`config.mk`:
```
export PLATFORM = sky130hd
export DESIGN_NAME = pc_gen_unit
export DESIGN_NICKNAME = d
export VERILOG_FILES = /design/src/rtl/pc_pkg.sv /design/src/rtl/pc_pending_slot.sv /design/src/rtl/pc_gen_unit.sv
export SDC_FILE = /design/constraint.sdc
export NUM_CORES = 1
export LEC_CHECK = 0
export ABC_AREA = 1
export BUFFER_PORTS_ARGS = -buffer_cell sky130_fd_sc_hd__buf_2
export CAP_MARGIN = 20
export CORE_ASPECT_RATIO = 0.6
export CORE_MARGIN = 4
export CORE_UTILIZATION = 52
export DETAILED_ROUTE_END_ITERATION = 7
export PLACE_DENSITY = 0.86
export REMOVE_ABC_BUFFERS = 1
export SLEW_MARGIN = 20
export SYNTH_ARGS = -nofsm -noshare
export SYNTH_HDL_FRONTEND = slang
export SYNTH_SLANG_ARGS = --single-unit
```
`constraint.sdc`:
```
create_clock -name clk -period 2.51 [get_ports clk]
set_clock_uncertainty 0.15 [all_clocks]
set_input_delay 0.1255 -clock clk [delete_from_list [all_inputs] [get_ports clk]]
set_output_delay 0.1255 -clock clk [all_outputs]
set_load 0.02 [all_outputs]
```
`src/rtl/pc_pkg.sv`:
```
// pc_pkg: shared types and helpers for the fetch-PC generator.
//   redirect_kind_e : redirect source; the numeric value is its priority
//                     (NONE lowest, EXC highest), so kinds compare directly.
//   outranks(a, b)  : 1 when kind a has strictly higher priority than kind b.
//   ALIGN_BITS      : target low bits cleared for the default 4-byte instruction.
package pc_pkg;

    typedef enum logic [1:0] {
        KIND_NONE = 2'd0,
        KIND_BR   = 2'd1,
        KIND_ERET = 2'd2,
        KIND_EXC  = 2'd3
    } redirect_kind_e;

    localparam int DEF_INSTR_BYTES = 4;
    localparam int ALIGN_BITS      = $clog2(DEF_INSTR_BYTES);

    // NONE never outranks anything, so "no request" can never win.
    function automatic logic outranks(input redirect_kind_e a, input redirect_kind_e b);
        return (a > b);
    endfunction

endpackage

```
`src/rtl/pc_pending_slot.sv`:
```
// pc_pending_slot: one-entry store for a redirect raised while fetch is stalled.
// Ports:
//   clk, rst     : clock and synchronous active-high reset (empties the slot)
//   capture_i    : load {kind_i, target_i}; the caller only asserts this when
//                  the new kind outranks the stored one
//   consume_i    : empty the slot (the stored or an outranking redirect was applied)
//   kind_i       : kind of the redirect being captured
//   target_i     : aligned target of the redirect being captured
//   kind_o       : stored kind (KIND_NONE when empty)
//   target_o     : stored target
//   occupied_o   : slot holds a redirect
module pc_pending_slot
    import pc_pkg::*;
#(
    parameter int ADDR_W = 32
) (
    input  logic                clk,
    input  logic                rst,
    input  logic                capture_i,
    input  logic                consume_i,
    input  redirect_kind_e      kind_i,
    input  logic [ADDR_W-1:0]   target_i,
    output redirect_kind_e      kind_o,
    output logic [ADDR_W-1:0]   target_o,
    output logic                occupied_o
);

    redirect_kind_e    kind_q,   kind_d;
    logic [ADDR_W-1:0] target_q, target_d;

    always_comb begin
        kind_d   = kind_q;
        target_d = target_q;
        if (capture_i) begin
            kind_d   = kind_i;
            target_d = target_i;
        end else if (consume_i) begin
            kind_d   = KIND_NONE;
        end
    end

    always_ff @(posedge clk) begin
        if (rst) begin
            kind_q   <= KIND_NONE;
            target_q <= '0;
        end else begin
            kind_q   <= kind_d;
            target_q <= target_d;
        end
    end

    assign kind_o     = kind_q;
    assign target_o   = target_q;
    assign occupied_o = (kind_q != KIND_NONE);

endmodule

```
`src/rtl/pc_gen_unit.sv`:
```
// pc_gen_unit: fetch-PC generator with prioritised redirects, stall-time
// redirect capture and a wrapping redirect epoch.
// Ports:
//   clk, rst              : clock, synchronous active-high reset
//   ena                   : global enable; 0 freezes all state and drops requests
//   stall                 : fetch stall; PC holds, redirects go to the pending slot
//   exc_req               : redirect to EXC_VEC (highest priority)
//   eret_req, eret_target : redirect to the exception return address
//   br_req, br_target     : branch/jump redirect (lowest redirect priority)
//   pc_out                : current fetch PC
//   pc_valid              : pc_out is a real fetch this cycle
//   epoch                 : increments on every accepted redirect
//   redirect              : pulse, a redirect was accepted on the last edge
//   pending               : pending slot occupied
//   addr_err              : pulse, the accepted target had nonzero low bits
module pc_gen_unit
    import pc_pkg::*;
#(
    parameter int              ADDR_W      = 32,
    parameter logic [ADDR_W-1:0] RESET_VEC = 32'h00400000,
    parameter logic [ADDR_W-1:0] EXC_VEC   = 32'h00400004,
    parameter int              INSTR_BYTES = 4,
    parameter int              EPOCH_W     = 2
) (
    input  logic                clk,
    input  logic                rst,
    input  logic                ena,
    input  logic                stall,
    input  logic                exc_req,
    input  logic                eret_req,
    input  logic [ADDR_W-1:0]   eret_target,
    input  logic                br_req,
    input  logic [ADDR_W-1:0]   br_target,
    output logic [ADDR_W-1:0]   pc_out,
    output logic                pc_valid,
    output logic [EPOCH_W-1:0]  epoch,
    output logic                redirect,
    output logic                pending,
    output logic                addr_err
);

    // Mask form works for INSTR_BYTES == 1 too (mask becomes zero).
    localparam logic [ADDR_W-1:0] LOW_MASK = ADDR_W'(INSTR_BYTES - 1);
    localparam logic [ADDR_W-1:0] PC_INC   = ADDR_W'(INSTR_BYTES);

    logic [ADDR_W-1:0]  pc_q,    pc_d;
    logic               valid_q, valid_d;
    logic [EPOCH_W-1:0] epoch_q, epoch_d;
    logic               redir_q, redir_d;
    logic               aerr_q,  aerr_d;

    redirect_kind_e     req_kind;
    logic [ADDR_W-1:0]  req_raw;
    logic [ADDR_W-1:0]  req_tgt;
    logic               req_misal;

    redirect_kind_e     slot_kind;
    logic [ADDR_W-1:0]  slot_tgt;
    logic               slot_occ;

    logic               accept;
    logic               capture;
    logic               consume;

    always_comb begin
        req_kind = KIND_NONE;
        req_raw  = '0;
        if (exc_req) begin
            req_kind = KIND_EXC;
            req_raw  = EXC_VEC;
        end else if (eret_req) begin
            req_kind = KIND_ERET;
            req_raw  = eret_target;
        end else if (br_req) begin
            req_kind = KIND_BR;
            req_raw  = br_target;
        end
    end

    assign req_tgt   = req_raw & ~LOW_MASK;
    assign req_misal = |(req_raw & LOW_MASK);

    // An empty slot reads as KIND_NONE, so "any request when empty" and
    // "strictly outranks the stored kind" are the same test.
    assign accept  = ena && outranks(req_kind, slot_kind);
    assign capture = accept && stall;
    assign consume = ena && !stall && slot_occ;

    pc_pending_slot #(
        .ADDR_W (ADDR_W)
    ) u_slot (
        .clk        (clk),
        .rst        (rst),
        .capture_i  (capture),
        .consume_i  (consume),
        .kind_i     (req_kind),
        .target_i   (req_tgt),
        .kind_o     (slot_kind),
        .target_o   (slot_tgt),
        .occupied_o (slot_occ)
    );

    always_comb begin
        pc_d    = pc_q;
        valid_d = valid_q;
        epoch_d = epoch_q;
        redir_d = 1'b0;
        aerr_d  = 1'b0;
        if (ena) begin
            valid_d = !stall;
            epoch_d = epoch_q + EPOCH_W'(accept);
            redir_d = accept;
            aerr_d  = accept && req_misal;
            if (!stall) begin
                if (accept)        pc_d = req_tgt;
                else if (slot_occ) pc_d = slot_tgt;   // already counted at capture
                else               pc_d = pc_q + PC_INC;
            end
        end
    end

    always_ff @(posedge clk) begin
        if (rst) begin
            pc_q    <= RESET_VEC;
            valid_q <= 1'b0;
            epoch_q <= '0;
            redir_q <= 1'b0;
            aerr_q  <= 1'b0;
        end else begin
            pc_q    <= pc_d;
            valid_q <= valid_d;
            epoch_q <= epoch_d;
            redir_q <= redir_d;
            aerr_q  <= aerr_d;
        end
    end

    assign pc_out   = pc_q;
    assign pc_valid = valid_q;
    assign epoch    = epoch_q;
    assign redirect = redir_q;
    assign pending  = slot_occ;
    assign addr_err = aerr_q;

endmodule

```
== After elaboration in Yosys (flattened, before gate mapping) ==
Cells that the tools add are included.
Widths: inputs -> output; s select.

* Muxes and demuxes: 10
* $add $sub $neg: 2
* Bitwise operators: 2
* Reduce and logical (&&, ||, !) cells: 11
* Order comparisons: 1

{| class="wikitable"
|+ Operators by type and width
! kind !! number
|-
| $mux 32 || 5
|-
| $add 32x3->32 const B || 1
|-
| $mux 2 || 4
|-
| $logic_and 1x1->1 || 5
|-
| $reduce_bool 2->1 || 2
|-
| $reduce_or 2->1 || 2
|-
| $add 2x1->2 || 1
|-
| $gt 2x2->1 || 1
|-
| $not 1->1 || 2
|-
| $reduce_and 2->1 || 1
|-
| $logic_not 1->1 || 1
|-
| $mux 1 || 1
|}

* Input port bits: 71
* Flip-flop bits (word level): 69
* Word-level logic and storage cells: 33
* Output and inout bits: 38

== Logic depth before layout (Yosys ltp) ==
* Depth in word-level cells: 7
* Mapped depth: 15
* Gate-level depth less buffers: 12

== Hierarchy ==
A second synthesis with hierarchy kept.

* Cells, all modules: 783
* Area, all modules: 4934.7 sq um

{| class="wikitable"
|+ By module, submodules not included
! module !! area an instance (sq um) !! sequential area each (sq um) !! instances !! cells each
|-
| pc_gen_unit || 3554.7 || 740.7 || 1 || 633
|-
| pc_pending_slot || 1380.1 || 680.7 || 1 || 150
|}

== Worst setup path before layout ==
OpenSTA, ideal clock, no wires.

* Path kind: in2reg
* Start: input port exc_req
* End: register epoch_q[0], in the netlist epoch[0]
* Buffers on the path: 3
* Stages on the path: 13
* Data required time: 2244 ps
* Library setup time: 116 ps
* Path slack: 323 ps
* Data arrival time: 1922 ps
* Cells stage by stage: inv_2 -> buf_1 -> nand2_1 -> ha_1 -> inv_1 -> o21bai_2 -> nand2_4 -> inv_4 -> buf_6 -> buf_4 -> ha_1 -> nor2_1 -> nor2_1

* Word-level cells in the longest chain between the ends: 4

{| class="wikitable"
|+ RTL lines
! element !! line !! RTL
|-
| start, declared || pc_gen_unit.sv:29 || <nowiki>input logic exc_req,</nowiki>
|-
| $mux 2 || pc_gen_unit.sv:68 || <nowiki>if (exc_req) begin</nowiki>
|-
| $gt 2x2->1 || pc_pkg.sv:20 || <nowiki>return (a > b);</nowiki>
|-
| $logic_and 1x1->1 || pc_gen_unit.sv:85 || <nowiki>assign accept = ena && outranks(req_kind, slot_kind);</nowiki>
|-
| named net accept || pc_gen_unit.sv:61 || <nowiki>logic accept;</nowiki>
|-
| $add 2x1->2 || pc_gen_unit.sv:111 || <nowiki>epoch_d = epoch_q + EPOCH_W'(accept);</nowiki>
|-
| end signal, assigned || pc_gen_unit.sv:132 || <nowiki>epoch_q <= epoch_d;</nowiki>
|-
| end, declared || pc_gen_unit.sv:48 || <nowiki>logic [EPOCH_W-1:0] epoch_q, epoch_d;</nowiki>
|}

The timed path passes the listed nets, and every way through them passes these cells.
A chain may end at the register's enable or synchronous reset.

== Final worst setup path ==
* Start: input port exc_req
* End: register epoch_q[0], in the netlist epoch[0]

* Word-level cells in the longest chain between the ends: 4

{| class="wikitable"
|+ RTL lines
! element !! line
|-
| $mux 2 || pc_gen_unit.sv:68
|-
| $gt 2x2->1 || pc_pkg.sv:20
|-
| $logic_and 1x1->1 || pc_gen_unit.sv:85
|-
| $add 2x1->2 || pc_gen_unit.sv:111
|}

Every way passes these cells.

==> run metrics <==
Die W 127 um; Period minus WS final 2360 ps; post-synthesis register bit count 67; DR iter-0 viols 703; WL/cell 15.9 um; Syn. warnings 0; fraction of layout cells with a size suffix above 1 18.6%; Post-layout nets 889; RSZ-0062 raised after global routing no; die height 79.1 um; post-CTS setup buffers 0; register area share after synthesis 30.6%; P per Cell Area 634 nW/um^2; LEAKAGE 2.45 nW; Area Overhead vs Synth 22.4%; Clk pin slew, worst setup/hold paths 60 ps; RD Place Congestion 0.975; Adder-Cell Fraction of Synth Area 1.14%; vias in the first global route 4771; family with the most delay on the worst path buffers and inverters; Max Clk Rate 0.423 GHz; clock root cell clkbuf_16; post-synthesis xor/xnor area fraction 1.20%; mux cell area share after synthesis 0%; non-filler cells, final 927; gr ovfl total 0; Clock Latency Late Sink 340 ps; mean post-synth cell area 6.06 sq um; Critical Path Start Type primary input; Synth Area in Compound Gates 25.3%; Crit Path Max Fanout 28; row count 25; Worst Max-Slew Pin Slew 651 ps; pin count of the biggest net entering global routing 56; CTS tree built; most numerous cell on the critical path nor2_1; Die ar. 10000 sq um; first-pass GRT wire length 22900 um; Synth Area in Simple Gates 30.2%; Crit Path Category in2reg; DP Cell Count 907; Yosys cell types 38; cell area after synthesis 4380 sq um; fin crit share 94.1%; Critical Path Slowest Stage Cell dlygate4sd3_1; Worst path max stage delay 530 ps; status finished, final reports clean; Antenna diodes 0; Worst setup EP type register; Hold Crit Class in2reg; combinational family with the most area after synthesis simple AND/OR/NAND/NOR gates; Ports 109; Slew HR 56.6%; initial antenna violation count 0; hpwl dp 9870 um; fill cell count 746; Routed Antenna Nets 0; Max Cap Viol 0; CTS Sinks 67; clk buf depth 2; Port Buffers 106; core area 8040 sq um; Routed WL 14700 um; DRC 0; required time worst endpoint 2590 ps; Cells after Synth 723; final setup violation count 0; crit-path cells dlygate4sd3_1 -> buf_2 -> inv_2 -> nand2_1 -> ha_4 -> inv_1 -> o21bai_2 -> nand2_4 -> inv_6 -> buf_16 -> ha_1 -> nor2_1 -> nor2_1; final hold slack 14.1 ps; Arr. time, crit path 2440 ps; vias 5274; final-report max-slew violation count 0; Placed Area 4920 sq um; worst vdd ir 0.000335 V; GRT Overall Usage 28.2%; clock buffer count from CTS 9; Buf+Inv Stages, Crit Path 6; CTS H-tree depth 3; Hold Violations, Final 0; Design Area, Final 5370 sq um; drt pass-1 iters 5; Starting Density 54.5%; vias per std cell 5.69
==> power by group <==
group	leakage [nW]	internal (mW)	switching [mW]	total, mW
Combinational	1.73	0.261	0.462	0.723
Sequential	0.550	1.14	0.0739	1.21
Clock	0.169	0.994	0.475	1.47
==> registers in the layout, indices dropped and copies added (netlist names) <==
register	flops
addr_err	1
epoch	2
pc_out	30
pc_valid	1
redirect	1
u_slot.kind_o	2
u_slot.target_o	30
==> stage by stage <==
stage | power, mW | setup slack, ps | TNS, ps | utilization (%)
detailed placement | 1.90 | 265 | 0 | 61.3
global placement | 1.87 | 402 | 0 | 61.3
CTS | 3.36 | 66.9 | 0 | 65.9
finish | 3.40 | 148 | 0 | 66.7
floorplan | 1.63 | -302 | -5000 | -
global route | 3.53 | 47.0 | 0 | 66.7
==> per-layer routing <==
| layer | GRT usage (%) | wire length, um |
|---|---|---|
| met1 | 38.4 | 6170 |
| met2 | 44.6 | 6470 |
| met3 | 7.33 | 1870 |
| met4 | 7.07 | 221 |
| met5 | 0 | 0 |
==> final cells by class <==
type / count / area (sq um) / area share [%]
inverters: 74 / 285 / 5.32
clock buffers: 11 / 243 / 4.52
multi-input cells: 541 / 2570 / 47.9
repair buffers: 121 / 692 / 12.9
well taps: 108 / 135 / 2.52
flip-flops and latches: 67 / 1340 / 25.0
clock inverters: 5 / 100 / 1.87
==> repair_timing <==
action	in CTS	in global routing
hold buffers	3	0
endpoints found under the setup margin	0	24
endpoints found under the hold margin	5	0
gates resized for setup	0	8
==> synth_stat cells <==
master,count,share of area (%)
a2111oi_0,1,0.20
a211oi_1,6,1.0
a211oi_2,1,0.29
a21oi_1,107,12
a21oi_4,1,0.37
a22o_1,8,1.6
a22oi_1,1,0.17
a31oi_1,8,1.1
buf_1,1,0.086
buf_2,9,1.0
buf_4,9,1.5
buf_6,3,0.77
clkbuf_1,20,1.7
conb_1,1,0.086
dfxtp_1,67,31
ha_1,4,1.1
inv_1,70,6.0
inv_2,3,0.26
inv_4,1,0.14
nand2_1,210,18
nand2_2,1,0.14
nand2_4,2,0.51
nand3_1,33,3.8
nand4_1,2,0.29
nor2_1,70,6.0
nor2_2,4,0.57
nor2_4,2,0.51
nor3_1,1,0.11
o211ai_1,1,0.17
o21a_1,1,0.17
o21ai_0,60,6.9
o21ai_1,4,0.46
o21bai_1,2,0.34
o21bai_2,1,0.26
or2_0,1,0.14
or2_1,1,0.14
xnor2_1,4,0.80
xor2_1,2,0.40
==> worst register-to-register path, delay by kind of cell, from the launching register on <==
family	cells	cell delay (ps)
AO/OA/AOI/OAI	1	170
adder cells (fa/ha/maj)	2	550
buffers and inverters	4	490
flip-flops	1	380
AND/OR/NAND/NOR	3	320
==> path summary, 6_finish.rpt <==
path | startpoint | cells after the start | slack [ps] | end
setup reg to reg | u_slot.kind_o[1] | 10 | 340 | epoch[0]
hold / removal | eret_target[2] | 5 | 10 | u_slot.target_o[2]
setup / recovery | exc_req | 13 | 150 | epoch[0]
hold reg to reg | u_slot.target_o[29] | 2 | 310 | u_slot.target_o[29]
==> kinds of logic (layout without fill, tap and decap cells) <==
family	count (synthesis)	in the layout
buffers and inverters	116	211
other	1	2
DFF	67	67
AOI/OAI and AO/OA	202	202
and+or+nand+nor	327	327
adders and majority gates	4	4
xor gates and xnor gates	6	6
==> layout by cell type (no fill, tap or decap), types with 3 or more instances in the layout <==
cell type | Yosys | final
nand2_1 | 210 | 210
a21oi_1 | 107 | 107
buf_2 | 9 | 106
inv_1 | 70 | 70
nor2_1 | 70 | 69
dfxtp_1 | 67 | 67
o21ai_0 | 60 | 60
nand3_1 | 33 | 33
clkbuf_16 | 0 | 10
buf_4 | 9 | 9
a22o_1 | 8 | 8
a31oi_1 | 8 | 8
nor2_2 | 4 | 5
a211oi_1 | 6 | 5
o21ai_1 | 4 | 4
xnor2_1 | 4 | 4
ha_1 | 4 | 3
bufinv_16 | 0 | 3
dlygate4sd3_1 | 0 | 3
Power figures use the tool's default switching activity.
